==> src/rtl/mux_sel_pkg.sv <==
// Constants and FSM state type shared by the 4:1 mux select arbiter and its pick logic.
package mux_sel_pkg;
    localparam int N_REQ = 4;
    localparam int SEL_W = 2;

    typedef enum logic {
        IDLE  = 1'b0,
        GRANT = 1'b1
    } state_t;
endpackage

==> src/rtl/rr_pick.sv <==
// Combinational round-robin pick: first requester at or after i_start, wrapping around.
module rr_pick
    import mux_sel_pkg::*;
(
    input  logic [N_REQ-1:0] i_req,
    input  logic [SEL_W-1:0] i_start,
    output logic             o_found,
    output logic [SEL_W-1:0] o_index
);
    // Walk offsets from farthest to nearest so the nearest hit is written last.
    always_comb begin
        o_found = 1'b0;
        o_index = i_start;
        for (int i = N_REQ - 1; i >= 0; i--) begin
            if (i_req[i_start + SEL_W'(i)]) begin
                o_found = 1'b1;
                o_index = i_start + SEL_W'(i);
            end
        end
    end
endmodule

==> src/rtl/mux_sel_arbiter.sv <==
// Round-robin arbiter driving a downstream 4:1 mux select, with bounded tenure length.
module mux_sel_arbiter
    import mux_sel_pkg::*;
#(
    parameter int MAX_HOLD = 8
) (
    input  logic             clk,
    input  logic             rst_n,
    input  logic             en,
    input  logic [N_REQ-1:0] req,
    output logic [N_REQ-1:0] grant,
    output logic [SEL_W-1:0] sel,
    output logic             valid
);
    localparam int HW = (MAX_HOLD > 2) ? $clog2(MAX_HOLD) : 1;
    localparam logic [HW-1:0] HOLD_LAST = HW'(MAX_HOLD - 1);

    state_t           r_state;
    logic [HW-1:0]    r_hold;
    logic [SEL_W-1:0] r_last;
    logic [SEL_W-1:0] w_start;
    logic             w_found;
    logic [SEL_W-1:0] w_index;
    logic             w_release;

    // last equals sel throughout a tenure, so one start index serves both states.
    assign w_start   = r_last + SEL_W'(1);
    assign w_release = !req[sel] || (r_hold == HOLD_LAST) || !en;

    rr_pick u_pick (
        .i_req   (req),
        .i_start (w_start),
        .o_found (w_found),
        .o_index (w_index)
    );

    always_ff @(posedge clk or negedge rst_n) begin
        if (!rst_n) begin
            r_state <= IDLE;
            grant   <= '0;
            sel     <= '0;
            valid   <= 1'b0;
            r_hold  <= '0;
            r_last  <= SEL_W'(N_REQ - 1);
        end else begin
            case (r_state)
                IDLE: begin
                    if (en && w_found) begin
                        r_state <= GRANT;
                        grant   <= N_REQ'(1) << w_index;
                        sel     <= w_index;
                        valid   <= 1'b1;
                        r_hold  <= '0;
                        r_last  <= w_index;
                    end
                end
                GRANT: begin
                    if (w_release) begin
                        if (en && w_found) begin
                            grant  <= N_REQ'(1) << w_index;
                            sel    <= w_index;
                            r_hold <= '0;
                            r_last <= w_index;
                        end else begin
                            r_state <= IDLE;
                            grant   <= '0;
                            valid   <= 1'b0;
                            r_hold  <= '0;
                        end
                    end else begin
                        r_hold <= r_hold + HW'(1);
                    end
                end
                default: r_state <= IDLE;
            endcase
        end
    end
endmodule

==> config.mk <==
export PLATFORM = sky130hd
export DESIGN_NAME = mux_sel_arbiter
export DESIGN_NICKNAME = d
export VERILOG_FILES = /design/src/rtl/mux_sel_pkg.sv /design/src/rtl/rr_pick.sv /design/src/rtl/mux_sel_arbiter.sv
export SDC_FILE = /design/constraint.sdc
export NUM_CORES = 1
export LEC_CHECK = 0
export CAP_MARGIN = 20
export CORE_UTILIZATION = 48
export CTS_CLUSTER_DIAMETER = 50
export CTS_CLUSTER_SIZE = 10
export DETAILED_ROUTE_END_ITERATION = 6
export GPL_TIMING_DRIVEN = 0
export MAX_ROUTING_LAYER = met4
export PLACE_DENSITY = 0.73
export REMOVE_ABC_BUFFERS = 1
export SKIP_CTS_REPAIR_TIMING = 1
export SLEW_MARGIN = 5
export SYNTH_ARGS = -nofsm -noshare
export SYNTH_HDL_FRONTEND = slang
export SYNTH_HIERARCHICAL = 1
export SYNTH_SLANG_ARGS = --single-unit
==> constraint.sdc <==
create_clock -name clk -period 2.45 [get_ports clk]
set_input_delay 0.49 -clock clk [delete_from_list [all_inputs] [get_ports clk]]
set_output_delay 0.49 -clock clk [all_outputs]
set_load 0.03 [all_outputs]
* Yosys cells after proc, flatten, opt, wreduce, memory -nomap -nowiden
Cells that the tools add are included.
** Storage, ports and cells
- Register bits :: 13
- Input port bits :: 7
- Output and inout port bits :: 7
- Logic and storage cells :: 67
** Operators by class
- Add/sub/neg operators :: 5
- Order comparisons :: 5
- Eq/ne operators :: 4
- Shift operators :: 1
- Multiplexer cells :: 38
- Bitwise gates (word level) :: 1
- Reduce and logical (&&, ||, !) cells :: 7
** Operator list (count)
- $mux 2 :: 8
- $lt 2x3->1 const B :: 5
- $mux 1 :: 14
- $mux 4 :: 3
- $bmux 1 s2 :: 5
- $pmux 2 s2 :: 2
- $pmux 4 s2 :: 1
- $mux 3 :: 2
- $pmux 3 s2 :: 1
- $add 2x1->2 const B :: 2
- $add 2x2->2 const B :: 2
- $ne 2x2->1 const B :: 2
- $pmux 1 s2 :: 2
- $shl 1x2->4 const A :: 1
- $add 3x1->3 const B :: 1
- $eq 3x3->1 const B :: 1
- $reduce_and 3->1 :: 1
- $logic_not 1->1 :: 2
- $logic_or 1x1->1 :: 2
- $ne 2x1->1 const B :: 1
- $reduce_and 2->1 :: 1
- $logic_and 1x1->1 :: 1
- $not 1->1 :: 1

* Depth between registers and ports, before layout
- Depth after elaboration :: 12
- Gate-level depth with buffers :: 6
- Depth with buffers taken out :: 6

* By module
Netlist, hierarchy kept.
** Modules (own cells, without submodules)
- mux_sel_arbiter :: times used 1, cells each 48, area each 606.8 µm², seq. area each 327.8 µm²
- rr_pick :: times used 1, cells each 16, area each 100.1 µm², seq. area each 0.0 µm²

* Worst setup path before layout
OpenSTA, ideal clock, no wires.
- Path kind :: register to register
- From :: register sel[0]
- To :: register sel[0]
- Setup time :: 0.125 ns
- Arrival :: 1.732 ns
- Required time :: 2.325 ns
- Slack :: 0.594 ns
- Stages on the path, launching flop included :: 4
- Path buffers :: 0
- Clock period less this slack :: 1.856 ns
- Cell sequence :: dfrtp_1 -> mux4_2 -> a21oi_4 -> mux2_2
** On the way
- Cells in the longest elaborated chain, start to end :: 6
- Elaborated cells on any way between the ends :: 9
- Classes of those cells :: eq/ne: 1; mux: 5; reduce/logical: 3
** Ends and longest elaborated chain
- start: declaration :: RTL line mux_sel_arbiter.sv:12 : output logic [SEL_W-1:0] sel,
- start signal: assignment :: RTL line mux_sel_arbiter.sv:51 : sel <= w_index;
- start signal: assignment :: RTL line mux_sel_arbiter.sv:61 : sel <= w_index;
- $bmux 1 s2 :: RTL line mux_sel_arbiter.sv:28 : assign w_release = !req[sel] || (r_hold == HOLD_LAST) || !en;
- $mux 1 (not written as such) :: RTL line mux_sel_arbiter.sv:28
- $logic_not 1->1 :: RTL line mux_sel_arbiter.sv:28
- $logic_or 1x1->1 (2 in a row) :: RTL line mux_sel_arbiter.sv:28
- $ne 2x1->1 (no source line)
Several ways; a longest one is shown, not always the timed one. The select of a mux whose other input is x is not followed.
A chain may end at the register's enable or synchronous reset.

* Worst setup path after layout
- From :: input port req[3]
- To :: register sel[1]
** On the way
- Cells in the longest elaborated chain, start to end :: 10
- Elaborated cells on any way between the ends :: 26
- Classes of those cells :: eq/ne: 1; mux: 21; reduce/logical: 4
** Ends and longest elaborated chain
- start: declaration :: RTL line mux_sel_arbiter.sv:10 : input logic [N_REQ-1:0] req,
- $bmux 1 s2 :: RTL line rr_pick.sv:15 : if (i_req[i_start + SEL_W'(i)]) begin
- $mux 1 (not written as such) :: RTL line rr_pick.sv:15
- $mux 1 (4 in a row) :: RTL line rr_pick.sv:15
- $logic_and 1x1->1 :: RTL line mux_sel_arbiter.sv:48, mux_sel_arbiter.sv:59
- $mux 2 :: RTL line mux_sel_arbiter.sv:48, mux_sel_arbiter.sv:59
- $mux 2 :: RTL line mux_sel_arbiter.sv:58 : if (w_release) begin
- $pmux 2 s2 :: RTL line mux_sel_arbiter.sv:46 : case (r_state)
Several ways; a longest one is shown, not always the timed one. The select of a mux whose other input is x is not followed.

==> impl_metrics.env <==
export IMPL_status="finished, final reports clean"
export IMPL_cts_clk_slew_worst_paths_ns=0.08
export IMPL_hp_start="grant[0]"
export IMPL_antenna_left=0
export IMPL_row_count=13
export IMPL_synth_edf_count=0
export IMPL_end_kind="flop"
export IMPL_cts_tree="yes"
export IMPL_period_share_pct=84.6
export IMPL_synth_top_family_by_area="compound AO/OA/AOI/OAI gates"
export IMPL_worst_ep_required_time_ns=2.62
export IMPL_async_reset_ff_share_pct=100
export IMPL_synth_mux_area_share_pct=11.0
export IMPL_nets=91
export IMPL_r2r_cells=6
export IMPL_rsz0062_at_grt="no"
export IMPL_dpl_hpwl_um=1020
export IMPL_ys_types=26
export IMPL_synth_simple_gate_area_share_pct=15.4
export IMPL_r2r_slack_ns=0.49
export IMPL_synth_adder_area_share_pct=5.31
export IMPL_drive_above_1_share_pct=20.0
export IMPL_setup_tns_final_ns=0
export IMPL_yosysTopAreaCell="dfrtp_1"
export IMPL_die_h_um=40.4
export IMPL_drt_first_pass_iters=2
export IMPL_ys_warn_count=6
export IMPL_ys_seq_elements=13
export IMPL_hold_violations=0
export IMPL_die_area_um2=1630
export IMPL_overflow=0
export IMPL_r2r_end="grant[0]"
export IMPL_syn2layout_area_growth_pct=24.2
export IMPL_antenna_found_initial=0
export IMPL_synth_avg_cell_area_um2=11.0
export IMPL_drt_initial_drc_count=3
export IMPL_max_freq_ghz=0.482
export IMPL_grt_pass1_vias=511
export IMPL_place_inst=91
export IMPL_cts_root_buf="clkbuf_4"
export IMPL_max_stage_delay_ns=0.60
export IMPL_globalplace_congestion=0.711
export IMPL_r2r_start="r_last[1]"
export IMPL_pin_count=14
export IMPL_core_area_um2=1330
export IMPL_cp_cell_sequence="clkdlybuf4s50_1 -> mux4_2 -> a21oi_4 -> mux2_2"
export IMPL_grt_max_degree=14
export IMPL_cts_sinks=13
export IMPL_fin_skew_ns=0.00114
export IMPL_synth_compound_area_share_pct=17.5
export IMPL_diodes=0
export IMPL_htree_levels=1
export IMPL_p_per_area_nw_per_um2=1200
export IMPL_min_path_cells=1
export IMPL_routed_wl_um=1380
export IMPL_grt_first_pass_wirelength_um=2170
export IMPL_critical_path_slowest_cell="mux4_2"
export IMPL_min_to="grant[0]"
export IMPL_yosys_most_used_dff="dfrtp_1"
export IMPL_io_buffers=13
export IMPL_drc=0
export IMPL_criticalPathCategory="input pin to flop"
export IMPL_synth_area_leaders="dfrtp_1 (39%), dfstp_2 (7.4%), mux2_2 (6.4%)"
export IMPL_vias=528
export IMPL_tightest_slew_ns=0.614
export IMPL_wire_per_inst_um=14.5
export IMPL_cap_violations=0
export IMPL_synth_xor_area_share_pct=1.24
export IMPL_worstSkewPairLatency_ns=0.27
export IMPL_cts_max_path_buffers=2
export IMPL_syn_area_um2=707
export IMPL_viasPerCell=5.56
export IMPL_cts_buffers=3
export IMPL_instances_no_fill=95
export IMPL_crit_arrival_ns=2.24
export IMPL_timing_slew_headroom_pct=58.9
export IMPL_setup_violations=0
export IMPL_die_x_um=40.4
export IMPL_drv_slew=0
export IMPL_cp_max_fo=8
export IMPL_initial_utilization_pct=53.0
export IMPL_ys_seq_area_share_pct=46.4
export IMPL_hp_class="flop to flop"
export IMPL_syn_inst=64
export IMPL_crit_path_start_kind="input pin"
export IMPL_synth_top_area_share_pct=38.9
export IMPL_fin_crit_ns=2.07
export IMPL_p_leak_nw=0.403
export IMPL_grt_use_total_pct=21.5
export IMPL_ir_worst_vdd_v=0.000659
-- cells in the mapped netlist, types with 2 or more instances --
library cell and number:
dfrtp_1 11, nand2_1 8, inv_1 5, o21ai_0 5
a32o_1 4, mux2_2 4, ha_1 3, and2b_2 2
and3b_1 2, dfstp_2 2, nand3_1 2, nor2_1 2
-- metal layers --
metal	vias up	part of all wire, %	track usage (%)	routed length, µm
li1	267	-	-	-
met1	247	48	26.1	661
met2	10	46	32.5	632
met3	4	4.1	6.11	57
met4	0	1.9	10.0	26
met5	-	0	-	0
-- registers in the layout, summed over array words and instances (netlist names) --
name / flops
grant: 4
r_state: 1
valid: 1
sel: 2
r_hold: 3
r_last: 2
-- layout by cell type, fill, tap and decap left out, types with 3 or more instances in the layout --
cell type        synthesis  final
dfrtp_1                 11     11
clkbuf_4                 0      3
a32o_1                   4      4
mux2_2                   4      4
inv_1                    5      5
clkdlybuf4s50_1          0     13
nand2_1                  8      8
ha_1                     3      3
o21ai_0                  5      5
-- worst max-delay path, delay by kind of cell --
family	cells	cell delay, ns
buf+inv	1	0.50
mux	2	0.97
compound gates	1	0.28
-- cell type report --
type | instances | area (µm²)
Fill cell | 116 | 455
Timing Repair Buffer | 13 | 130
Clock buffer | 4 | 26.3
Inverter | 5 | 18.8
Tap cell | 15 | 18.8
Sequential cell | 13 | 328
Multi-Input combinational cell | 45 | 357
-- worst max path at each step --
stage | from | endpoint | depth (start not counted)
after CTS | req[3] | sel[1] | 4
after global placement | req[3] | sel[0] | 4
after global routing | req[3] | grant[1] | 6
after floorplan | sel[0] | sel[0] | 3
final | req[3] | sel[1] | 4
after detailed placement | req[3] | sel[0] | 4
-- cells by family after synthesis --
kind of cell	Yosys count
and+or+nand+nor	20
AOI/OAI and AO/OA	15
DFF	13
buffers and inverters	6
muxes	6
adders and majority gates	3
xor gates and xnor gates	1
-- power breakdown --
part | internal (W) | leakage (nW) | switching, W
clock network | 0.0000631 | 0.0150 | 0.0000717
logic | 0.000250 | 0.226 | 0.000317
registers | 0.000306 | 0.163 | 0.0000495
-- stage by stage --
| step | cell area [µm²] | power (W) | worst slack [ns] | hold WS (ns) | utilization, % |
|---|---|---|---|---|---|
| final | 878 | 0.00106 | 0.377 | 0.496 | 65.9 |
| after global routing | 878 | 0.00112 | 0.309 | 0.526 | 65.9 |
| after CTS | 878 | 0.00106 | 0.374 | 0.500 | 65.9 |
| after detailed placement | 852 | 0.000925 | 0.0742 | 0.483 | 63.9 |
| after global placement | 852 | 0.000910 | 0.0859 | 0.471 | 63.9 |
| after floorplan | 703 | 0.000731 | 0.594 | 0.194 | - |
No activity file was read; power rests on OpenSTA's default activity.
